**src/rtl/gfp8_pkg.sv**
```systemverilog
// Shared types for the GFP8 tile dispatcher: the TILE command record,
// the per-engine state encoding and a command validity helper.
package gfp8_pkg;

  localparam int DIM_W  = 8;
  localparam int BASE_W = 9;
  localparam int ID_W   = 4;

  typedef struct packed {
    logic [DIM_W-1:0]  dim_b;
    logic [DIM_W-1:0]  dim_c;
    logic [DIM_W-1:0]  dim_v;
    logic [BASE_W-1:0] left_base;
    logic [BASE_W-1:0] right_base;
    logic [ID_W-1:0]   id;
  } cmd_t;

  localparam int CMD_W = $bits(cmd_t);

  typedef enum logic [1:0] {
    ENG_IDLE  = 2'd0,
    ENG_START = 2'd1,
    ENG_RUN   = 2'd2
  } eng_state_t;

  // A tile with any empty dimension has no work and must not reach an engine.
  function automatic logic cmd_dims_ok(input cmd_t cmd);
    return (cmd.dim_b != '0) && (cmd.dim_c != '0) && (cmd.dim_v != '0);
  endfunction

endpackage

```
**src/rtl/gfp8_cmd_fifo.sv**
```systemverilog
// Synchronous first-word-fall-through command FIFO. The head entry is
// visible on pop_data whenever the FIFO is non-empty; a write is never
// bypassed to the output in the same cycle.
module gfp8_cmd_fifo #(
  parameter int DEPTH = 4,
  parameter int WIDTH = 8
) (
  input  logic             clk,
  input  logic             reset,
  input  logic             push,
  input  logic [WIDTH-1:0] push_data,
  input  logic             pop,
  output logic [WIDTH-1:0] pop_data,
  output logic             full,
  output logic             empty
);

  localparam int AW = (DEPTH > 1) ? $clog2(DEPTH) : 1;

  logic [WIDTH-1:0] mem [DEPTH];
  logic [AW-1:0]    wr_ptr;
  logic [AW-1:0]    rd_ptr;
  logic [AW:0]      count;
  logic             do_push;
  logic             do_pop;

  assign do_push  = push && !full;
  assign do_pop   = pop && !empty;
  assign full     = (count == (AW+1)'(DEPTH));
  assign empty    = (count == '0);
  assign pop_data = mem[rd_ptr];

  // Storage array; contents need no reset because count gates visibility.
  always_ff @(posedge clk) begin
    if (do_push) mem[wr_ptr] <= push_data;
  end

  // Read/write pointers and occupancy; power-of-two depth lets pointers wrap freely.
  always_ff @(posedge clk) begin
    if (reset) begin
      wr_ptr <= '0;
      rd_ptr <= '0;
      count  <= '0;
    end else begin
      if (do_push) wr_ptr <= wr_ptr + 1'b1;
      if (do_pop)  rd_ptr <= rd_ptr + 1'b1;
      case ({do_push, do_pop})
        2'b10:   count <= count + 1'b1;
        2'b01:   count <= count - 1'b1;
        default: count <= count;
      endcase
    end
  end

endmodule

```
**src/rtl/gfp8_tile_dispatcher.sv**
```systemverilog
// Accepts TILE commands into a FIFO and hands them to NUM_ENG downstream
// BCV engines in round-robin order. Each engine runs a small
// IDLE -> START -> RUN handshake and reports completion with the command tag;
// commands with an empty dimension are rejected with an error pulse instead.
module gfp8_tile_dispatcher
  import gfp8_pkg::*;
#(
  parameter int NUM_ENG    = 2,
  parameter int FIFO_DEPTH = 4
) (
  input  logic                i_clk,
  input  logic                i_reset,
  input  logic                i_cmd_valid,
  output logic                o_cmd_ready,
  input  logic [DIM_W-1:0]    i_cmd_dim_b,
  input  logic [DIM_W-1:0]    i_cmd_dim_c,
  input  logic [DIM_W-1:0]    i_cmd_dim_v,
  input  logic [BASE_W-1:0]   i_cmd_left_base,
  input  logic [BASE_W-1:0]   i_cmd_right_base,
  input  logic [ID_W-1:0]     i_cmd_id,
  output logic [NUM_ENG-1:0]  o_eng_start,
  output logic [DIM_W-1:0]    o_eng_dim_b      [NUM_ENG],
  output logic [DIM_W-1:0]    o_eng_dim_c      [NUM_ENG],
  output logic [DIM_W-1:0]    o_eng_dim_v      [NUM_ENG],
  output logic [BASE_W-1:0]   o_eng_left_base  [NUM_ENG],
  output logic [BASE_W-1:0]   o_eng_right_base [NUM_ENG],
  input  logic [NUM_ENG-1:0]  i_eng_done,
  output logic [NUM_ENG-1:0]  o_done_valid,
  output logic [ID_W-1:0]     o_done_id        [NUM_ENG],
  output logic                o_err_valid,
  output logic [ID_W-1:0]     o_err_id,
  output logic                o_busy
);

  localparam int PTR_W = (NUM_ENG > 1) ? $clog2(NUM_ENG) : 1;

  cmd_t             push_cmd;
  cmd_t             head_cmd;
  logic [CMD_W-1:0] head_bits;
  logic             fifo_full;
  logic             fifo_empty;
  logic             push;
  logic             pop;
  logic             dispatch;
  logic             reject;

  logic             grant_found;
  logic [PTR_W-1:0] grant_idx;
  logic [PTR_W-1:0] cand;
  logic [PTR_W-1:0] rr_ptr;
  logic             any_active;

  eng_state_t       eng_state_q [NUM_ENG];
  eng_state_t       eng_state_d [NUM_ENG];
  cmd_t             eng_cmd_q   [NUM_ENG];
  logic [NUM_ENG-1:0] done_valid_q;
  logic             err_valid_q;
  logic [ID_W-1:0]  err_id_q;

  // Next engine index in the ring, wrapping after the last engine.
  function automatic logic [PTR_W-1:0] wrap_inc(input logic [PTR_W-1:0] p);
    return (p == PTR_W'(NUM_ENG - 1)) ? '0 : p + 1'b1;
  endfunction

  assign push_cmd = '{dim_b:      i_cmd_dim_b,
                      dim_c:      i_cmd_dim_c,
                      dim_v:      i_cmd_dim_v,
                      left_base:  i_cmd_left_base,
                      right_base: i_cmd_right_base,
                      id:         i_cmd_id};

  // Ready is held low through reset so nothing is accepted while state clears.
  assign o_cmd_ready = !fifo_full && !i_reset;
  assign push        = i_cmd_valid && o_cmd_ready;
  assign head_cmd    = cmd_t'(head_bits);

  gfp8_cmd_fifo #(
    .DEPTH (FIFO_DEPTH),
    .WIDTH (CMD_W)
  ) u_cmd_fifo (
    .clk       (i_clk),
    .reset     (i_reset),
    .push      (push),
    .push_data (push_cmd),
    .pop       (pop),
    .pop_data  (head_bits),
    .full      (fifo_full),
    .empty     (fifo_empty)
  );

  // Round-robin search for the first idle engine starting at rr_ptr.
  always_comb begin
    grant_found = 1'b0;
    grant_idx   = '0;
    cand        = rr_ptr;
    for (int i = 0; i < NUM_ENG; i++) begin
      if (!grant_found && eng_state_q[cand] == ENG_IDLE) begin
        grant_found = 1'b1;
        grant_idx   = cand;
      end
      cand = wrap_inc(cand);
    end
  end

  // A head command leaves the FIFO only when some engine could take it, even if it is then rejected.
  assign pop      = !fifo_empty && grant_found;
  assign dispatch = pop && cmd_dims_ok(head_cmd);
  assign reject   = pop && !cmd_dims_ok(head_cmd);

  // Per-engine next-state logic and start decode.
  always_comb begin
    o_eng_start = '0;
    any_active  = 1'b0;
    for (int e = 0; e < NUM_ENG; e++) begin
      eng_state_d[e] = eng_state_q[e];
      case (eng_state_q[e])
        ENG_IDLE:  if (dispatch && grant_idx == PTR_W'(e)) eng_state_d[e] = ENG_START;
        ENG_START: eng_state_d[e] = ENG_RUN;
        ENG_RUN:   if (i_eng_done[e]) eng_state_d[e] = ENG_IDLE;
        default:   eng_state_d[e] = ENG_IDLE;
      endcase
      o_eng_start[e] = (eng_state_q[e] == ENG_START);
      if (eng_state_q[e] != ENG_IDLE) any_active = 1'b1;
    end
  end

  // Engine state registers.
  always_ff @(posedge i_clk) begin
    for (int e = 0; e < NUM_ENG; e++) begin
      if (i_reset) eng_state_q[e] <= ENG_IDLE;
      else         eng_state_q[e] <= eng_state_d[e];
    end
  end

  // Latch the command into the granted engine and flag completions from RUN only.
  always_ff @(posedge i_clk) begin
    for (int e = 0; e < NUM_ENG; e++) begin
      if (i_reset) begin
        eng_cmd_q[e]    <= '0;
        done_valid_q[e] <= 1'b0;
      end else begin
        if (dispatch && grant_idx == PTR_W'(e)) eng_cmd_q[e] <= head_cmd;
        done_valid_q[e] <= (eng_state_q[e] == ENG_RUN) && i_eng_done[e];
      end
    end
  end

  // Rotate the grant pointer on real dispatches only and report rejected tags.
  always_ff @(posedge i_clk) begin
    if (i_reset) begin
      rr_ptr      <= '0;
      err_valid_q <= 1'b0;
      err_id_q    <= '0;
    end else begin
      if (dispatch) rr_ptr <= wrap_inc(grant_idx);
      err_valid_q <= reject;
      if (reject) err_id_q <= head_cmd.id;
    end
  end

  // Drive per-engine field and completion-tag outputs straight from the latched command.
  always_comb begin
    for (int e = 0; e < NUM_ENG; e++) begin
      o_eng_dim_b[e]      = eng_cmd_q[e].dim_b;
      o_eng_dim_c[e]      = eng_cmd_q[e].dim_c;
      o_eng_dim_v[e]      = eng_cmd_q[e].dim_v;
      o_eng_left_base[e]  = eng_cmd_q[e].left_base;
      o_eng_right_base[e] = eng_cmd_q[e].right_base;
      o_done_id[e]        = eng_cmd_q[e].id;
    end
  end

  assign o_done_valid = done_valid_q;
  assign o_err_valid  = err_valid_q;
  assign o_err_id     = err_id_q;
  assign o_busy       = !fifo_empty || any_active;

endmodule

```
**config.mk**
```make
export PLATFORM = sky130hd
export DESIGN_NAME = gfp8_tile_dispatcher
export DESIGN_NICKNAME = d
export VERILOG_FILES = /design/src/rtl/gfp8_pkg.sv /design/src/rtl/gfp8_cmd_fifo.sv /design/src/rtl/gfp8_tile_dispatcher.sv
export SDC_FILE = /design/constraint.sdc
export NUM_CORES = 1
export LEC_CHECK = 0
export ABC_AREA = 1
export BUFFER_PORTS_ARGS = -buffer_cell sky130_fd_sc_hd__buf_2
export CELL_PAD_IN_SITES_DETAIL_PLACEMENT = 0
export CELL_PAD_IN_SITES_GLOBAL_PLACEMENT = 1
export CORE_MARGIN = 4
export CORE_UTILIZATION = 50
export CTS_CLUSTER_DIAMETER = 40
export CTS_CLUSTER_SIZE = 12
export DETAILED_ROUTE_END_ITERATION = 6
export PLACE_DENSITY = 0.92
export SYNTH_ARGS = -nofsm -noshare
export SYNTH_HDL_FRONTEND = slang
export SYNTH_SLANG_ARGS = --single-unit
export TNS_END_PERCENT = 1
```
**constraint.sdc**
```tcl
create_clock -name i_clk -period 8.1 [get_ports i_clk]
set_input_delay 0.405 -clock i_clk [delete_from_list [all_inputs] [get_ports i_clk]]
set_output_delay 0.405 -clock i_clk [all_outputs]
set_load 0.01 [all_outputs]
```
==> impl_metrics.json, run 1 <==
{
  "ioPinCount": 154,
  "hold_violations": 0,
  "postCtsSetupBuffers": 0,
  "hpwl_um": 14300,
  "hold_ws_ns": 0.105,
  "postCtsHoldBufs": 0,
  "die_y_um": 158,
  "synth_most_common_cell": "edfxtp_1",
  "dp_slack_ns": 3.83,
  "final_net_count": 1059,
  "min_path_type": "primary input to flip-flop",
  "worstMarginPinSlew_ns": 1.18,
  "drt_drc_violations_left": 0,
  "vias_per_cell": 5.27,
  "status": "finished, final reports clean",
  "worstSetupPathType": "flip-flop to flip-flop",
  "port_buffers": 153,
  "synth-main-ff-cell": "edfxtp_1",
  "final_area_sq_um": 13400,
  "finalSetupTns_ns": 0,
  "clockPowerShare_pct": 31.1,
  "synth-compound-area-share_pct": 3.98,
  "initial_core_util_pct": 51.2,
  "p_total_mw": 4.98,
  "power.leakage_nw": 5.31,
  "hp-start": "i_cmd_right_base[0]",
  "yosysUniqueCellTypes": 23,
  "wirelength_um": 23600,
  "clockRootBuffer": "clkbuf_16",
  "die_w_um": 158,
  "period_share_pct": 53.2,
  "synth_edf_count": 276,
  "end_kind": "flip-flop",
  "drv_slew": 0,
  "period_minus_slack_ns": 4.31,
  "clkLatencyLatePin_ns": 0.51,
  "synth_xor_xnor_area_share_pct": 0,
  "utilization_pct": 60.9,
  "swShare_pct": 31.8,
  "synthMuxAreaShare_pct": 0,
  "core_area_sq_um": 22000,
  "max_stage_delay_ns": 0.78,
  "critPathRequiredTime_ns": 8.41,
  "grt_pass1_wl_um": 35800,
  "layout_setup_ws_ns": 3.79,
  "synthSimpleGateAreaFrac_pct": 14.4,
  "maxCapViolCount": 0,
  "seq_power_share_pct": 44.0,
  "ys_seq_elements": 298,
  "antenna_found_initial": 1,
  "instances_no_fill": 1304,
  "finClkSkew_ns": 0.0163,
  "layout-drive-gt1-share_pct": 22.4,
  "slowest_stage": "nand3_2",
  "dp.cells": 1244,
  "maxSlewHeadroom_pct": 21.4,
  "diodes": 0,
  "drtIter0Drc": 447,
  "internal_power_mw": 3.39,
  "wl_per_cell_um": 18.1,
  "grt_start_max_net_pins": 94,
  "worstPathArrival_ns": 4.62,
  "cts.htree.levels": 2,
  "synth_area_leaders": "edfxtp_1 (74%), nand2_1 (7.3%), nor2_1 (4.1%)",
  "synth_adder_area_share_pct": 0.735,
  "path_clk_slew_ns": 0.06,
  "hold_depth": 1,
  "yosys.area.top_type": "edfxtp_1",
  "whs_endpoint": "u_cmd_fifo.mem[3][4]$_DFFE_PP_",
  "rsz0062_at_grt": "no",
  "r2r-end": "eng_cmd_q[0][2]$_SDFFCE_PN0P_",
  "grt_pass1_vias": 6653,
  "dr.pass1.iters": 4,
  "synth-async-reset-ratio_pct": 0,
  "synth_area_per_cell_sq_um": 13.3,
  "grt.overflow.total": 0,
  "dieArea_sq_um": 24900,
  "cpMostUsedCell": "nand2_1",
  "start_kind": "flip-flop",
  "setup_viol": 0,
  "syn-num-nets": 903,
  "postSynthCellCount": 846,
  "synth_common_cells": "edfxtp_1 (276), nand2_1 (220), nor2_1 (124)",
  "ff2ff_setup_slack_ns": 3.79,
  "crit_path_max_fanout": 93,
  "area_growth_pct": 19.0,
  "ctsResizeCount": 0,
  "vias": 6870,
  "yosysSeqAreaShare_pct": 77.7,
  "combPwrFrac_pct": 24.9,
  "rows": 54,
  "antenna_left": 0,
  "yosys_warnings": 0,
  "cts_tree": "built",
  "grt_usage_pct": 18.7,
  "routabilityCongestion": 0.769,
  "synth_top_area_share_pct": 73.8,
  "reg2regPathDepth": 12,
  "clock_path_buffers": 3,
  "max_freq_ghz": 0.232,
  "vdd_drop_max_v": 0.000178,
  "path_cells": "inv_2 -> buf_4 -> nand2_1 -> nand3_1 -> nand2_1 -> nand2_1 -> nor2_1 -> nand2_1 -> nand3_4 -> nor2_4 -> nand3_2 -> nor2_1",
  "clock_sinks": 298,
  "cts_buffers": 36,
  "netlist_area_sq_um": 11200,
  "total_switching_power_mw": 1.58,
  "p_per_area_nw_per_um2": 372,
  "synth_top_family_by_area": "simple AND/OR/NAND/NOR gates",
  "dpl_cell_area_sq_um": 12200
}
-- cell families after synthesis --
logic type / Yosys count
AND/OR/NAND/NOR: 406
flip-flops: 298
AO/OA/AOI/OAI: 66
adder cells (fa/ha/maj): 6
buffers and inverters: 70
-- worst max-delay path by stage --
stage	cells after the start	endpoint	slack [ns]
4_1_cts	12	eng_cmd_q[0][2]$_SDFFCE_PN0P_	3.78
2_1_floorplan	4	u_cmd_fifo.mem[0][0]$_DFFE_PP_	4.74
5_1_grt	12	eng_cmd_q[0][2]$_SDFFCE_PN0P_	3.39
3_5_place_dp	12	eng_cmd_q[0][2]$_SDFFCE_PN0P_	3.83
6_report	12	eng_cmd_q[0][2]$_SDFFCE_PN0P_	3.79
3_3_place_gp	12	eng_cmd_q[0][20]$_SDFFCE_PN0P_	3.98
-- routing by layer --
metal	global-route usage (%)	wire length, um	part of all wire [%]
met1	22.8	9290	39
met2	32.6	12100	51
met3	4.02	1380	5.9
met4	7.74	790	3.3
met5	0	13	0.055
-- critical path: cells and delay by family, from the launching register on --
family	cells	cell delay, ns
buffers and inverters	2	1.24
flip-flops	1	0.64
AND/OR/NAND/NOR	10	2.18
-- registers in the layout, summed over array words and instances, names as in the netlist, named ones only --
name	count
rr_ptr	1
u_cmd_fifo.wr_ptr	2
o_err_id	4
u_cmd_fifo.count	3
u_cmd_fifo.mem	184
o_err_valid	1
u_cmd_fifo.rd_ptr	2
eng_state_q	4
eng_cmd_q	92
o_done_valid	2
-- layout by cell type (no fill, tap or decap), types with 2 or more instances in the layout --
cell type	n
a21oi_1	32
a32o_1	22
buf_2	153
buf_4	9
bufinv_16	3
clkbuf_1	5
clkbuf_16	37
clkbuf_8	2
clkinv_2	3
clkinvlp_4	5
dfxtp_1	21
edfxtp_1	276
ha_1	5
inv_1	24
inv_2	2
inv_6	3
nand2_1	218
nand2_2	2
nand3_1	54
nand3_2	2
nor2_1	120
nor2_4	5
nor3_1	3
o21a_1	2
o21ai_0	9
-- cell type report --
class                   instances  area (sq um)
clock buffers                  44           972
clock inverters                16           184
fillers                      1645          8590
inverters                      26          97.6
multi-input cells             478          2200
flip-flops and latches        298          8730
well taps                     280           350
repair buffers                162           833
-- power groups by stage --
| stage | logic [mW] | registers, mW | clock network (mW) |
|---|---|---|---|
| detailed placement | 1.24 | 2.22 | 0 |
| global placement | 1.21 | 2.22 | 0 |
| finish | 1.24 | 2.19 | 1.55 |
| global route | 1.38 | 2.22 | 1.64 |
| floorplan | 0.732 | 2.28 | 0 |
| CTS | 1.25 | 2.19 | 1.57 |
No activity file was read; power rests on OpenSTA's default activity.
==> inputs of run 2 (changes only) <==
--- a/config.mk
+++ b/config.mk
@@ -10,11 +10,11 @@
 export CELL_PAD_IN_SITES_DETAIL_PLACEMENT = 0
 export CELL_PAD_IN_SITES_GLOBAL_PLACEMENT = 1
 export CORE_MARGIN = 4
-export CORE_UTILIZATION = 50
+export CORE_UTILIZATION = 46
 export CTS_CLUSTER_DIAMETER = 40
 export CTS_CLUSTER_SIZE = 12
 export DETAILED_ROUTE_END_ITERATION = 6
-export PLACE_DENSITY = 0.92
+export PLACE_DENSITY = 0.86
 export SYNTH_ARGS = -nofsm -noshare
 export SYNTH_HDL_FRONTEND = slang
 export SYNTH_SLANG_ARGS = --single-unit
==> constraint.sdc (replaced) <==
create_clock -name i_clk -period 4.24 [get_ports i_clk]
set_input_delay 0.212 -clock i_clk [delete_from_list [all_inputs] [get_ports i_clk]]
set_output_delay 0.212 -clock i_clk [all_outputs]
set_load 0.01 [all_outputs]
==> run 2 against run 1 <==
Net effect: cell count increased by 7.2%; critical path depth unchanged; first-iteration DRC count increased by 32%; highest routed layer is now met4; largest power group unchanged; total power increased by 89%.
==> impl_metrics.json, run 2 (synthesis results as in run 1) <==
{
  "dp.cells": 1288,
  "p_per_area_nw_per_um2": 678,
  "instances_no_fill": 1398,
  "period_share_pct": 81.9,
  "vdd_drop_max_v": 0.000340,
  "power.leakage_nw": 5.53,
  "grt_pass1_vias": 6962,
  "hold_ws_ns": 0.0585,
  "hold_violations": 0,
  "maxSlewHeadroom_pct": 34.4,
  "layout_commonest_cell": "edfxtp_1",
  "finClkSkew_ns": 0.0188,
  "clkLatencyLatePin_ns": 0.51,
  "status": "finished, final reports clean",
  "cts.htree.levels": 2,
  "grt_usage_pct": 17.8,
  "dieArea_sq_um": 27000,
  "start_kind": "flip-flop",
  "top_regs": "u_cmd_fifo.mem x184, eng_cmd_q x92",
  "dr.pass1.iters": 5,
  "regMostFlops": "u_cmd_fifo.mem",
  "wirelength_um": 24200,
  "path_cells": "buf_4 -> nand2_1 -> nand3_1 -> nand2_1 -> nand2_1 -> nor2_1 -> nand2_1 -> nand3_4 -> nor2_4 -> nand3_2 -> buf_4 -> nor2_1",
  "cts_buffers": 36,
  "grt.overflow.total": 0,
  "clock_sinks": 298,
  "max_stage_delay_ns": 0.74,
  "largest_reg_flops": 184,
  "max_freq_ghz": 0.288,
  "grt_start_max_net_pins": 93,
  "die_y_um": 164,
  "clock_path_buffers": 3,
  "postCtsSetupBuffers": 0,
  "reg2regPathDepth": 12,
  "maxCapViolCount": 0,
  "path_clk_slew_ns": 0.06,
  "antenna_found_initial": 1,
  "vias": 7113,
  "area_growth_pct": 23.7,
  "drt_drc_violations_left": 0,
  "antenna_left": 0,
  "ctsResizeCount": 0,
  "p_total_mw": 9.43,
  "nFillCells": 1895,
  "port_buffers": 153,
  "min_path_type": "primary input to flip-flop",
  "final_net_count": 1113,
  "r2r-end": "eng_cmd_q[0][15]$_SDFFCE_PN0P_",
  "core_area_sq_um": 23800,
  "mostFrequentLayoutCells": "edfxtp_1 (276), nand2_1 (218), buf_2 (153)",
  "end_kind": "flip-flop",
  "die_w_um": 164,
  "clockRootBuffer": "clkbuf_16",
  "vias_per_cell": 5.09,
  "worstMarginPinSlew_ns": 0.984,
  "grt_pass1_wl_um": 37000,
  "finalSetupTns_ns": 0,
  "cts_tree": "built",
  "layout-drive-gt1-share_pct": 21.5,
  "worstPathArrival_ns": 3.82,
  "drtIter0Drc": 589,
  "ioPinCount": 154,
  "slowest_stage": "buf_4",
  "rows": 56,
  "initial_core_util_pct": 47.3,
  "hpwl_um": 15000,
  "ff2ff_setup_slack_ns": 0.77,
  "rsz0062_at_grt": "no",
  "crit_end": "eng_cmd_q[0][15]$_SDFFCE_PN0P_",
  "period_minus_slack_ns": 3.47,
  "crit_path_max_fanout": 92,
  "worstSetupPathType": "flip-flop to flip-flop",
  "routabilityCongestion": 0.761,
  "wl_per_cell_um": 17.3,
  "critPathRequiredTime_ns": 4.59,
  "drv_slew": 0,
  "setup_viol": 0,
  "cpMostUsedCell": "nand2_1"
}
run 2: changes by cell type in the layout (fill, tap and decap cells not counted), sizes merged, moves of 2 or more:
| cell | previous run | this run |
|---|---|---|
| bufinv | 3 | 1 |
| clkbuf | 44 | 41 |
| clkinvlp | 5 | 2 |
| clkinv | 4 | 11 |
| buf | 162 | 167 |
| dlygate4sd3 | 0 | 49 |
run 2: cell type report:
| type | instances | area [sq um] | area share, % |
|---|---|---|---|
| sequential | 298 | 8730 | 62.8 |
| multi-input combinational | 478 | 2200 | 15.8 |
| inverter | 26 | 97.6 | 0.702 |
| timing repair buffer | 216 | 1390 | 9.97 |
| clock inverter | 19 | 149 | 1.07 |
| clock buffer | 41 | 941 | 6.77 |
| antenna | 1 | 2.50 | 0.0180 |
| tap | 319 | 399 | 2.87 |
run 2: repair_timing:
action / 4_1_cts / 5_1_grt
hold buffers: 49 / 0
endpoints found under the setup margin: 0 / 0
endpoints found under the hold margin: 188 / 0
run 2: per-layer routing:
layer / wire length [um] / share of wire, % / vias to the layer above / GRT usage (%)
li1: - / - / 3387 / -
met1: 9770 / 40 / 3457 / 22.3
met2: 12300 / 51 / 229 / 30.7
met3: 1570 / 6.5 / 40 / 3.71
met4: 532 / 2.2 / 0 / 6.33
met5: 0 / 0 / - / 0
run 2: metrics by stage:
stage,area (sq um),worst slack (ns),utilization (%)
global placement,12300,0.887,51.9
finish,13900,0.766,58.5
global route,13900,0.507,58.5
floorplan,11200,0.881,-
CTS,13900,0.789,58.5
detailed placement,12300,0.806,51.9
run 2: power by group:
part / switching, mW / internal [mW] / total, mW
clock: 1.12 / 1.66 / 2.79
combinational: 1.75 / 0.813 / 2.57
sequential: 0.162 / 3.91 / 4.07
run 2: worst max-delay path: cells and delay by family, from the launching register on:
family	cells	cell delay, ns
DFF	1	0.34
and+or+nand+nor	10	1.68
buffers and inverters	2	1.21
run 2: worst min path at each step:
| stage | startpoint | end | slack, ns | cells past startpoint |
|---|---|---|---|---|
| final | i_eng_done[1] | eng_state_q[1][1]$_SDFFE_PP0P_ | 0.06 | 3 |
| after global routing | i_eng_done[1] | eng_state_q[1][1]$_SDFFE_PP0P_ | 0.06 | 3 |
| after CTS | i_eng_done[1] | eng_state_q[1][1]$_SDFFE_PP0P_ | 0.04 | 3 |
| after detailed placement | i_cmd_dim_b[5] | u_cmd_fifo.mem[1][43]$_DFFE_PP_ | 0.43 | 1 |
| after global placement | i_cmd_left_base[2] | u_cmd_fifo.mem[2][15]$_DFFE_PP_ | 0.42 | 1 |
| after floorplan | i_reset | o_done_valid[1]$_SDFF_PP0_ | 0.28 | 1 |
==> inputs of run 3 (changes only) <==
--- a/config.mk
+++ b/config.mk
@@ -10,11 +10,11 @@
 export CELL_PAD_IN_SITES_DETAIL_PLACEMENT = 0
 export CELL_PAD_IN_SITES_GLOBAL_PLACEMENT = 1
 export CORE_MARGIN = 4
-export CORE_UTILIZATION = 46
+export CORE_UTILIZATION = 42
 export CTS_CLUSTER_DIAMETER = 40
 export CTS_CLUSTER_SIZE = 12
 export DETAILED_ROUTE_END_ITERATION = 6
-export PLACE_DENSITY = 0.86
+export PLACE_DENSITY = 0.83
 export SYNTH_ARGS = -nofsm -noshare
 export SYNTH_HDL_FRONTEND = slang
 export SYNTH_SLANG_ARGS = --single-unit
==> constraint.sdc (replaced) <==
create_clock -name i_clk -period 2.98 [get_ports i_clk]
set_input_delay 0.149 -clock i_clk [delete_from_list [all_inputs] [get_ports i_clk]]
set_output_delay 0.149 -clock i_clk [all_outputs]
set_load 0.01 [all_outputs]
==> run 3 against run 2 <==
Net effect: via count shrank 0.41%; maximum frequency grew 35%; hold slack gained 0.27 ns; critical endpoint is now eng_cmd_q[0][8]$_SDFFCE_PN0P_; core utilization shrank 4.1 points; sequential cell count is the same; critical path depth grew 1; routed wire length grew 3.0%; sequential power grew 43%; register-to-register slack lost 0.36 ns; clock power grew 63%; global-route usage shrank 1.1 points; cell count grew 2.7%; largest power group unchanged.
==> impl_metrics.json, run 3 (synthesis results as in run 1) <==
{
  "status": "finished, final reports clean",
  "maxCapViolCount": 0,
  "internal_power_mw": 9.64,
  "crit_path_max_fanout": 56,
  "seq_power_share_pct": 41.2,
  "worstSetupPathType": "flip-flop to flip-flop",
  "core_area_sq_um": 26200,
  "dr.pass1.iters": 5,
  "p_per_area_nw_per_um2": 991,
  "layout-drive-gt1-share_pct": 22.9,
  "clock_sinks": 298,
  "p_total_mw": 14.1,
  "worstPathArrival_ns": 2.79,
  "worstMarginPinSlew_ns": 0.585,
  "end_kind": "flip-flop",
  "max_freq_ghz": 0.388,
  "clockRootBuffer": "clkbuf_16",
  "swShare_pct": 31.8,
  "final_net_count": 1128,
  "wirelength_um": 24900,
  "rows": 59,
  "dpl_cell_area_sq_um": 12500,
  "slowest_stage": "nand2_2",
  "grt_pass1_vias": 6993,
  "ff2ff_setup_slack_ns": 0.40,
  "cts.htree.levels": 2,
  "grt_pass1_wl_um": 38200,
  "rsz0062_at_grt": "no",
  "path_delay_family": "simple AND/OR/NAND/NOR gates",
  "layout_commonest_cell": "edfxtp_1",
  "min_path_type": "primary input to flip-flop",
  "crit_buf_inv": 3,
  "total_switching_power_mw": 4.49,
  "grt_start_max_net_pins": 57,
  "drv_slew": 0,
  "routabilityCongestion": 0.817,
  "start_kind": "flip-flop",
  "vdd_drop_max_v": 0.000549,
  "area_growth_pct": 27.0,
  "port_buffers": 153,
  "period_minus_slack_ns": 2.58,
  "ctsResizeCount": 0,
  "finClkSkew_ns": 0.0196,
  "grt_usage_pct": 16.7,
  "clkLatencyLatePin_ns": 0.52,
  "die_w_um": 172,
  "setup_viol": 0,
  "drt_drc_violations_left": 0,
  "clock_path_buffers": 3,
  "top_regs": "u_cmd_fifo.mem x184, eng_cmd_q x92",
  "path_cells": "inv_2 -> buf_12 -> nand2_1 -> nand3_1 -> nand2_1 -> nand2_1 -> nor2_1 -> nand2_1 -> nand3_4 -> nor2_4 -> nand2_1 -> nand2_2 -> buf_12",
  "regMostFlops": "u_cmd_fifo.mem",
  "hold_violations": 0,
  "final_area_sq_um": 14300,
  "combPwrFrac_pct": 26.6,
  "vias_per_cell": 4.93,
  "hpwl_um": 15700,
  "mostFrequentLayoutCells": "edfxtp_1 (276), nand2_1 (218), buf_2 (153)",
  "antenna_found_initial": 1,
  "dieArea_sq_um": 29400,
  "wl_per_cell_um": 17.4,
  "cts_tree": "built",
  "period_share_pct": 86.5,
  "largest_reg_flops": 184,
  "clockPowerShare_pct": 32.2,
  "grt.overflow.total": 0,
  "ioPinCount": 154,
  "power.leakage_nw": 5.69,
  "critPathRequiredTime_ns": 3.19,
  "path_clk_slew_ns": 0.05,
  "initial_core_util_pct": 42.9,
  "cpMostUsedCell": "nand2_1",
  "die_y_um": 172,
  "maxSlewHeadroom_pct": 61.0,
  "cts_buffers": 39,
  "drtIter0Drc": 413,
  "vias": 7084,
  "max_stage_delay_ns": 0.36,
  "antenna_left": 0
}
[run 3: path summary, 6_finish.rpt]
check        cells past startpoint                                 to                        startpoint
max reg2reg                     13      eng_cmd_q[0][8]$_SDFFCE_PN0P_                         flip-flop
max                             13      eng_cmd_q[0][8]$_SDFFCE_PN0P_                         flip-flop
min reg2reg                      2   u_cmd_fifo.count[2]$_SDFFE_PP0P_  u_cmd_fifo.count[2]$_SDFFE_PP0P_
min                              3  u_cmd_fifo.wr_ptr[1]$_SDFFE_PP0P_                       i_cmd_valid
[run 3: timing repair]
| action | in CTS | in global routing |
|---|---|---|
| setup endpoints to repair | 0 | 0 |
| buffers inserted | 0 | 0 |
| endpoints found under the hold margin | 190 | 0 |
| hold buffers | 50 | 0 |
[run 3: through the flow]
stage	setup TNS, ns	setup WS [ns]	std cells	hold slack, ns	utilization [%]
final	0	0.402	1436	0.333	54.4
after global routing	0	0.148	1436	0.378	54.4
after CTS	0	0.382	1435	0.337	54.4
after detailed placement	0	0.402	1315	0.366	47.6
after global placement	0	0.471	1315	0.362	47.6
after floorplan	-69.72	-0.379	846	0.221	-
[run 3: metal layers]
metal | vias to the layer above | global-route usage (%) | wire (um)
li1 | 3426 | - | -
met5 | - | 0 | 0
met1 | 3368 | 21.1 | 10200
met4 | 0 | 6.10 | 681
met3 | 49 | 3.38 | 1570
met2 | 241 | 28.7 | 12500
[run 3: cell type report]
type                            instances  area (sq um)
Tap cell                              335           419
Multi-Input combinational cell        478          2200
Sequential cell                       298          8730
Inverter                               26          97.6
Timing Repair Buffer                  228          1530
Clock buffer                           43          1010
Antenna cell                            1          2.50
Fill cell                            2134         11900
Clock inverter                         27           280
[run 3: tightest hold or removal path, cell delays in order]
cell and delay [ns]:
buf_2 0.08, nand2_1 0.32, a21oi_1 0.25
[run 3: power groups by stage]
stage,sequential (mW),clock [mW],combinational [mW]
after floorplan,6.19,0,1.99
after global placement,5.90,0,3.68
after detailed placement,5.91,0,3.73
after CTS,5.83,4.65,3.81
after global routing,5.89,4.83,4.19
final,5.82,4.56,3.76
